### src/rtl/chunk_streamer.sv
// chunk_streamer: accepts one WIDTH-bit word per input handshake and replays
// it as a run of CHUNK-bit lanes, one per output handshake, each extended to
// OUT_WIDTH. Lane indices wrap modulo LANES so a run may start anywhere.
// WIDTH must be a multiple of CHUNK, LANES >= 2 and OUT_WIDTH >= CHUNK.
module chunk_streamer #(
    parameter int WIDTH     = 32,
    parameter int CHUNK     = 8,
    parameter int OUT_WIDTH = 32,
    localparam int LANES    = WIDTH / CHUNK,
    localparam int IW       = $clog2(LANES)
) (
    input  logic                 CLK,
    input  logic                 RST,
    input  logic                 IN_VALID,
    output logic                 IN_READY,
    input  logic [WIDTH-1:0]     IN_DATA,
    input  logic [IW-1:0]        IN_START,
    input  logic [IW-1:0]        IN_COUNT,
    input  logic                 IN_SIGNED,
    output logic                 OUT_VALID,
    input  logic                 OUT_READY,
    output logic [OUT_WIDTH-1:0] OUT_DATA,
    output logic [IW-1:0]        OUT_INDEX,
    output logic                 OUT_LAST
);

    localparam logic [0:0] S_IDLE   = 1'b0;
    localparam logic [0:0] S_STREAM = 1'b1;

    logic [0:0]       state_q, state_d;
    logic [WIDTH-1:0] word_q,  word_d;
    logic [IW-1:0]    idx_q,   idx_d;
    logic [IW:0]      rem_q,   rem_d;   // must hold LANES itself
    logic             sgn_q,   sgn_d;

    logic                        streaming;
    logic                        last;
    logic                        in_xfer;
    logic                        out_xfer;
    logic [LANES-1:0][CHUNK-1:0] lanes;
    logic [CHUNK-1:0]            lane;
    logic [OUT_WIDTH-1:0]        ext;

    assign streaming = (state_q == S_STREAM);
    assign last      = streaming && (rem_q == (IW+1)'(1));
    assign lanes     = word_q;
    assign lane      = lanes[idx_q];

    // Only the final lane frees the word register, so a new word may be taken
    // in the same cycle the last lane leaves (no bubble between words).
    assign IN_READY  = !RST && (!streaming || (OUT_READY && last));
    assign in_xfer   = IN_VALID && IN_READY;
    assign out_xfer  = streaming && OUT_READY;

    if (OUT_WIDTH > CHUNK) begin : g_ext
        assign ext = {{(OUT_WIDTH-CHUNK){sgn_q & lane[CHUNK-1]}}, lane};
    end else begin : g_noext
        assign ext = lane;
    end

    // Outputs read as zero whenever no lane is being presented.
    assign OUT_VALID = streaming;
    assign OUT_DATA  = streaming ? ext : '0;
    assign OUT_INDEX = streaming ? idx_q : '0;
    assign OUT_LAST  = last;

    // Next-state: load a word, advance to the next lane, or return to idle.
    // An input transfer while streaming can only coincide with the last lane.
    always_comb begin
        state_d = state_q;
        word_d  = word_q;
        idx_d   = idx_q;
        rem_d   = rem_q;
        sgn_d   = sgn_q;
        if (in_xfer) begin
            state_d = S_STREAM;
            word_d  = IN_DATA;
            idx_d   = IN_START;
            rem_d   = (IN_COUNT == '0) ? (IW+1)'(LANES) : {1'b0, IN_COUNT};
            sgn_d   = IN_SIGNED;
        end else if (out_xfer) begin
            if (last) begin
                state_d = S_IDLE;
            end else begin
                idx_d = (idx_q == IW'(LANES-1)) ? '0 : idx_q + 1'b1;
                rem_d = rem_q - 1'b1;
            end
        end
    end

    // State registers; reset aborts any run in progress immediately.
    always_ff @(posedge CLK or posedge RST) begin
        if (RST) begin
            state_q <= S_IDLE;
            word_q  <= '0;
            idx_q   <= '0;
            rem_q   <= '0;
            sgn_q   <= 1'b0;
        end else begin
            state_q <= state_d;
            word_q  <= word_d;
            idx_q   <= idx_d;
            rem_q   <= rem_d;
            sgn_q   <= sgn_d;
        end
    end

endmodule

### config.mk
export PLATFORM = sky130hd
export DESIGN_NAME = chunk_streamer
export DESIGN_NICKNAME = d
export VERILOG_FILES = /design/src/rtl/chunk_streamer.sv
export SDC_FILE = /design/constraint.sdc
export NUM_CORES = 1
export LEC_CHECK = 0
export ABC_CLOCK_PERIOD_IN_PS = 5300
export CORE_UTILIZATION = 30
export CTS_CLUSTER_SIZE = 8
export DETAILED_ROUTE_END_ITERATION = 8
export RECOVER_POWER = 100
export SYNTH_ARGS = -nofsm -noshare
export SYNTH_HDL_FRONTEND = slang
export SYNTH_SLANG_ARGS = --single-unit
### constraint.sdc
create_clock -name CLK -period 5.3 [get_ports CLK]
set_input_delay 1.06 -clock CLK [delete_from_list [all_inputs] [get_ports CLK]]
set_output_delay 1.06 -clock CLK [all_outputs]
set_load 0.005 [all_outputs]
Word-level counts from Yosys, hierarchy flattened --
Cells that the tools add are included.
Storage, ports and cells: bits in registers 39, input port bits 41, output and inout port bits 37, word-level logic and storage cells 40
Cells by class: add/sub/neg operators 2, $lt $le $gt $ge 1, equal/unequal tests 3, mux-type cells 15, bitwise logic cells 1, reduce and logical (&&, ||, !) cells 13
Operator list (count):
- 32-bit 2-to-1 mux | 1
- 8-bit binary-select mux with 2-bit select | 1
- 3-bit 2-to-1 mux | 4
- 2-bit 2-to-1 mux | 5
- 8-bit 2-to-1 mux | 1
- 1-bit logical AND | 5
- 2-bit AND reduction | 2
- 2-bit nonzero test | 2
- 3-bit by 1-bit == test with 1-bit output (second input constant) | 1
- 2-bit by 3-bit less-than comparator with 1-bit output (second input constant) | 1
- 1-bit 2-to-1 mux | 3
- 3-bit by 1-bit subtractor with 3-bit output (second input constant) | 1
- 2-bit by 1-bit adder with 2-bit output (second input constant) | 1
- 2-bit == test (second input constant) | 1
- 1-bit zero test | 2
- 2-bit zero test | 1
- 2-bit by 1-bit inequality test with 1-bit output (second input constant) | 1
- 1-bit bitwise AND | 1
- 1-bit logical OR | 1

Logic depth before layout (Yosys ltp) --
word-level depth 8, mapped depth 8, gate-level depth less buffers 6

Least setup slack after synthesis --
OpenSTA, ideal clock, no wires.
path kind register to output, start point reg idx_q[1], end point out OUT_DATA[10], arrival time 1.528 ns, required time 4.240 ns, path slack 2.712 ns, stages on the path, launching flop included 5, path buffers 2, cell sequence dfrtp_1 > buf_2 > mux4_2 > and3_1 > buf_4
On the way: longest elaborated chain between the ends 4
RTL lines:
- start: declaration | line 32 | logic [IW-1:0] idx_q, idx_d;
- start signal: assignment | line 102 | idx_q <= idx_d;
- 8-bit binary-select mux with 2-bit select | line 47 | assign lane = lanes[idx_q];
- 8-bit 2-to-1 mux (implied by the code) | line 47
- 1-bit bitwise AND | line 56 | assign ext = {{(OUT_WIDTH-CHUNK){sgn_q & lane[CHUNK-1]}}, lane};
- 32-bit 2-to-1 mux | line 63 | assign OUT_DATA = streaming ? ext : '0;
- end: declaration | line 22 | output logic [OUT_WIDTH-1:0] OUT_DATA,
No other way between the ends. The select of a mux whose other input is x is not followed.

Worst setup path after layout --
start point reg idx_q[0], end point out OUT_DATA[17]
Same word-level chain as after synthesis.

==> run_results.csv <==
group,metric,value,unit
yosys,synth.avg_cell_area,13.15,sq um
detailed_routing,ant_nets,0,
clock_tree,cts_buffers,5,
placed_design,dpl.cell_count,282,
setup_path,crit_path_end_kind,"output port",
job,max_cap_viol_count,2,
clock_tree,cts_resized,0,
hold_path,holdCritPathClass,"flip-flop to flip-flop",
placed_design,placed_cell_area,2719,sq um
clock_tree,tritoncts,"yes",
yosys,synthMuxAreaShare,0.2727,
timing,worstMarginPinSlew,2.161,ns
outcome,status,"finished with violations",
power_and_ir_drop,pwr-share-seq,0.363,
timing,fin_crit_sh,0.7015,
die,die_h,84.96,microns
layout,fin_nets,256,
clock_tree,cts_buffer_depth,2,
die,ios,78,
placed_design,pre_cts_ws,1.876,ns
global_routing,grt_overflow,0,
yosys,synth_area,2064,sq um
detailed_routing,m1WireLength,1776,microns
power_and_ir_drop,p_int,1.096,mW
timing,setup_viol,0,
yosys,syn_nets,201,
setup_path,crit_required,4.24,ns
timing,rsz0062_at_grt,"no",
detailed_routing,drc_errors,9,
global_routing,antenna_found_initial,0,
setup_path,reg2reg_depth,6,
detailed_routing,routed_wl,4064,microns
timing,finalSetupTns,0,ns
setup_path,r2r_end,"lanes[15]",
clock_tree,insertion_delay,0.29,ns
layout,area_growth,35.51,%
detailed_routing,dr.max_layer_used,"met4",
clock_tree,holdBufCountCts,0,
yosys,ys_warn_count,0,
setup_path,path_cells,"mux4_2 > and3_1 > dlygate4sd3_1",
power_and_ir_drop,power,1.561,mW
layout,fill_cells,604,
detailed_routing,via_per_inst,4.682,
outcome,violations,"design-rule violations, max-capacitance violations, max-slew violations",
power_and_ir_drop,switchingPower,465.3,uW
detailed_routing,route.met2.wl,1997,microns
setup_path,setup.reg_to_reg.worst_slack,2.37,ns
yosys,seq_area_frac_synth,0.4727,
layout,fin_cells,289,
yosys,synth_cells,157,
yosys,synth-compound-area-share,0.03455,
hold_path,min_delay_worst_endpoint,"lanes[19]",
power_and_ir_drop,ir_worst_vdd,183.0,uV
global_routing,grt_pass1_wl,6810,microns
yosys,synth_xor_area_frac,0.004242,
die,die_area,7217,sq um
hold_path,hold_path.startpoint,"lanes[19]",
timing,max-slew-margin-rel,-0.4404,
timing,min_period,3.718,ns
detailed_routing,drtIter0Drc,40,
clock_tree,clock_sink_count,39,
setup_path,crit_arrival,2.66,ns
timing,max_freq,269.0,MHz
timing,maxSlewViolCount,79,
setup_path,cpPeakStageDelay,0.75,ns
placed_design,place.gp.congestion,0.7712,
yosys,synth.distinct_cells,29,
clock_tree,path_clk_slew,0.08,ns
setup_path,start_kind,"flip-flop",
setup_path,critPathSlowestCell,"dfrtp_1",
layout,layout-drive-gt1-share,0.2547,
die,die_x,84.96,microns
clock_tree,root_buffer,"clkbuf_8",
timing,finClkSkew,0.007377,ns
power_and_ir_drop,clkPwrFrac,0.130,
setup_path,path_max_fanout,24,
layout,diodes,0,
power_and_ir_drop,leakage,1.208,nW
layout,stdcell_area,2798,sq um
global_routing,globalRouteTotalUtil,0.1238,
die,coreArea,6495,sq um
yosys,synth_fa_ha_area_frac,0.01818,
hold_path,hold_path_depth,1,
clock_tree,cts.htree.levels,2,
yosys,synthSimpleGateAreaFrac,0.07758,
detailed_routing,wire_per_inst,14.06,microns
clock_tree,cts_setup_buffers,0,
detailed_routing,drt-pass1-iter-count,7,
timing,setup_ws,1.582,ns
timing,whs,0.5069,ns
die,start_util,0.3179,
global_routing,grt_max_degree,40,
detailed_routing,route.vias.total,1353,
power_and_ir_drop,pwr-share-comb,0.508,
power_and_ir_drop,swShare,0.2980,
layout,final_util,0.4307,
placed_design,io_buffers,77,
timing,finalHoldViolations,0,
placed_design,dpl.hpwl,2808,microns
power_and_ir_drop,powerDensity,558.1,nW/um^2
setup_path,r2r-start,"rem_q[1]",
die,row_count,29,
setup_path,path_class,"flip-flop to output port",
yosys,ys_ff_latch,39,
global_routing,grt_pass1_vias,1401,
yosys,synth_top_family_by_area,"multiplexers",
detailed_routing,wl_met3,242,microns
-- routing by layer --
| layer | vias up | GRT usage |
|---|---|---|
| met3 | 8 | 0.03696 |
| met1 | 652 | 0.1469 |
| met4 | 0 | 0.03236 |
| li1 | 634 | - |
| met5 | - | 0 |
| met2 | 59 | 0.2185 |
-- state kept, by name (all words and copies together) (netlist names) --
name,count
OUT_VALID,1
idx_q,2
lanes,32
rem_q,3
sgn_q,1
-- cells by family (layout without fill, tap and decap cells) --
group	after synthesis	after routing
fa+ha+maj	3	3
buf+inv	36	91
compound gates	9	9
simple gates	27	27
flops	39	39
xor+xnor	1	1
mux	42	42
-- area by class of cell --
cell class              count  area, sq um  share of cell area
clock buffers               6        82.58             0.02952
clock inverters             1        5.005            0.001789
well taps                  77        96.34             0.03444
flip-flops and latches     39        975.9              0.3488
repair buffers             78        774.5              0.2768
multi-input cells          82        840.8              0.3005
inverters                   6        22.52            0.008050
-- critical path, delay by kind of cell, from the launching register on --
family                 cells  cell delay [ns]
AND/OR/NAND/NOR            1             0.36
flip-flops                 1             0.75
multiplexers               1             0.59
buffers and inverters      1             0.66
-- cell usage in the layout, fill, tap and decap left out, types with 2 or more instances in the layout --
| cell type | instances |
|---|---|
| nor2_1 | 2 |
| a21oi_1 | 2 |
| nand2_1 | 3 |
| a221o_1 | 3 |
| nor2b_2 | 2 |
| and2_1 | 9 |
| clkbuf_8 | 6 |
| clkdlybuf4s50_1 | 42 |
| dlygate4sd3_1 | 35 |
| ha_1 | 3 |
| or2_2 | 2 |
| mux4_2 | 8 |
| and2_0 | 2 |
| dfrtp_1 | 39 |
| inv_1 | 5 |
| mux2_2 | 34 |
-- cells in the mapped netlist --
cell	count	area [sq um]
nor2b_1	1	6.260
nor2_1	2	7.510
inv_1	5	18.77
buf_2	3	15.01
a21oi_1	2	10.01
buf_4	23	172.7
xnor2_1	1	8.760
or4_1	1	7.510
o21ai_0	1	5.000
and3_1	1	6.260
inv_2	1	3.750
nor3_1	1	5.000
nor2b_2	2	17.52
a221o_1	3	30.03
nand3_1	1	5.000
nand2b_1	1	6.260
nand2_1	3	11.26
and2_1	11	68.82
a21o_1	1	7.510
a21oi_2	1	8.760
or2_2	2	12.51
buf_6	3	33.78
nor4_1	1	6.260
mux2_2	34	382.9
dfrtp_1	39	975.9
a222oi_1	1	10.01
clkbuf_1	1	3.750
ha_1	3	37.54
mux4_2	8	180.2
-- how the worst max path moves through the flow --
stage | startpoint | end | depth (start not counted)
after floorplan | idx_q[1] | OUT_DATA[10] | 4
after global placement | OUT_READY | IN_READY | 4
after detailed placement | idx_q[0] | OUT_DATA[17] | 3
after CTS | idx_q[0] | OUT_DATA[17] | 3
after global routing | idx_q[0] | OUT_DATA[12] | 3
final | idx_q[0] | OUT_DATA[17] | 3
-- power by group through the flow --
| stage | Sequential, mW | Combinational [mW] | Clock [mW] |
|---|---|---|---|
| after floorplan | 0.505 | 0.623 | 0 |
| after global placement | 0.574 | 0.863 | 0 |
| after detailed placement | 0.578 | 0.876 | 0 |
| after CTS | 0.572 | 0.881 | 0.214 |
| after global routing | 0.597 | 0.862 | 0.227 |
| final | 0.566 | 0.793 | 0.203 |
No activity file was read; power rests on OpenSTA's default activity.
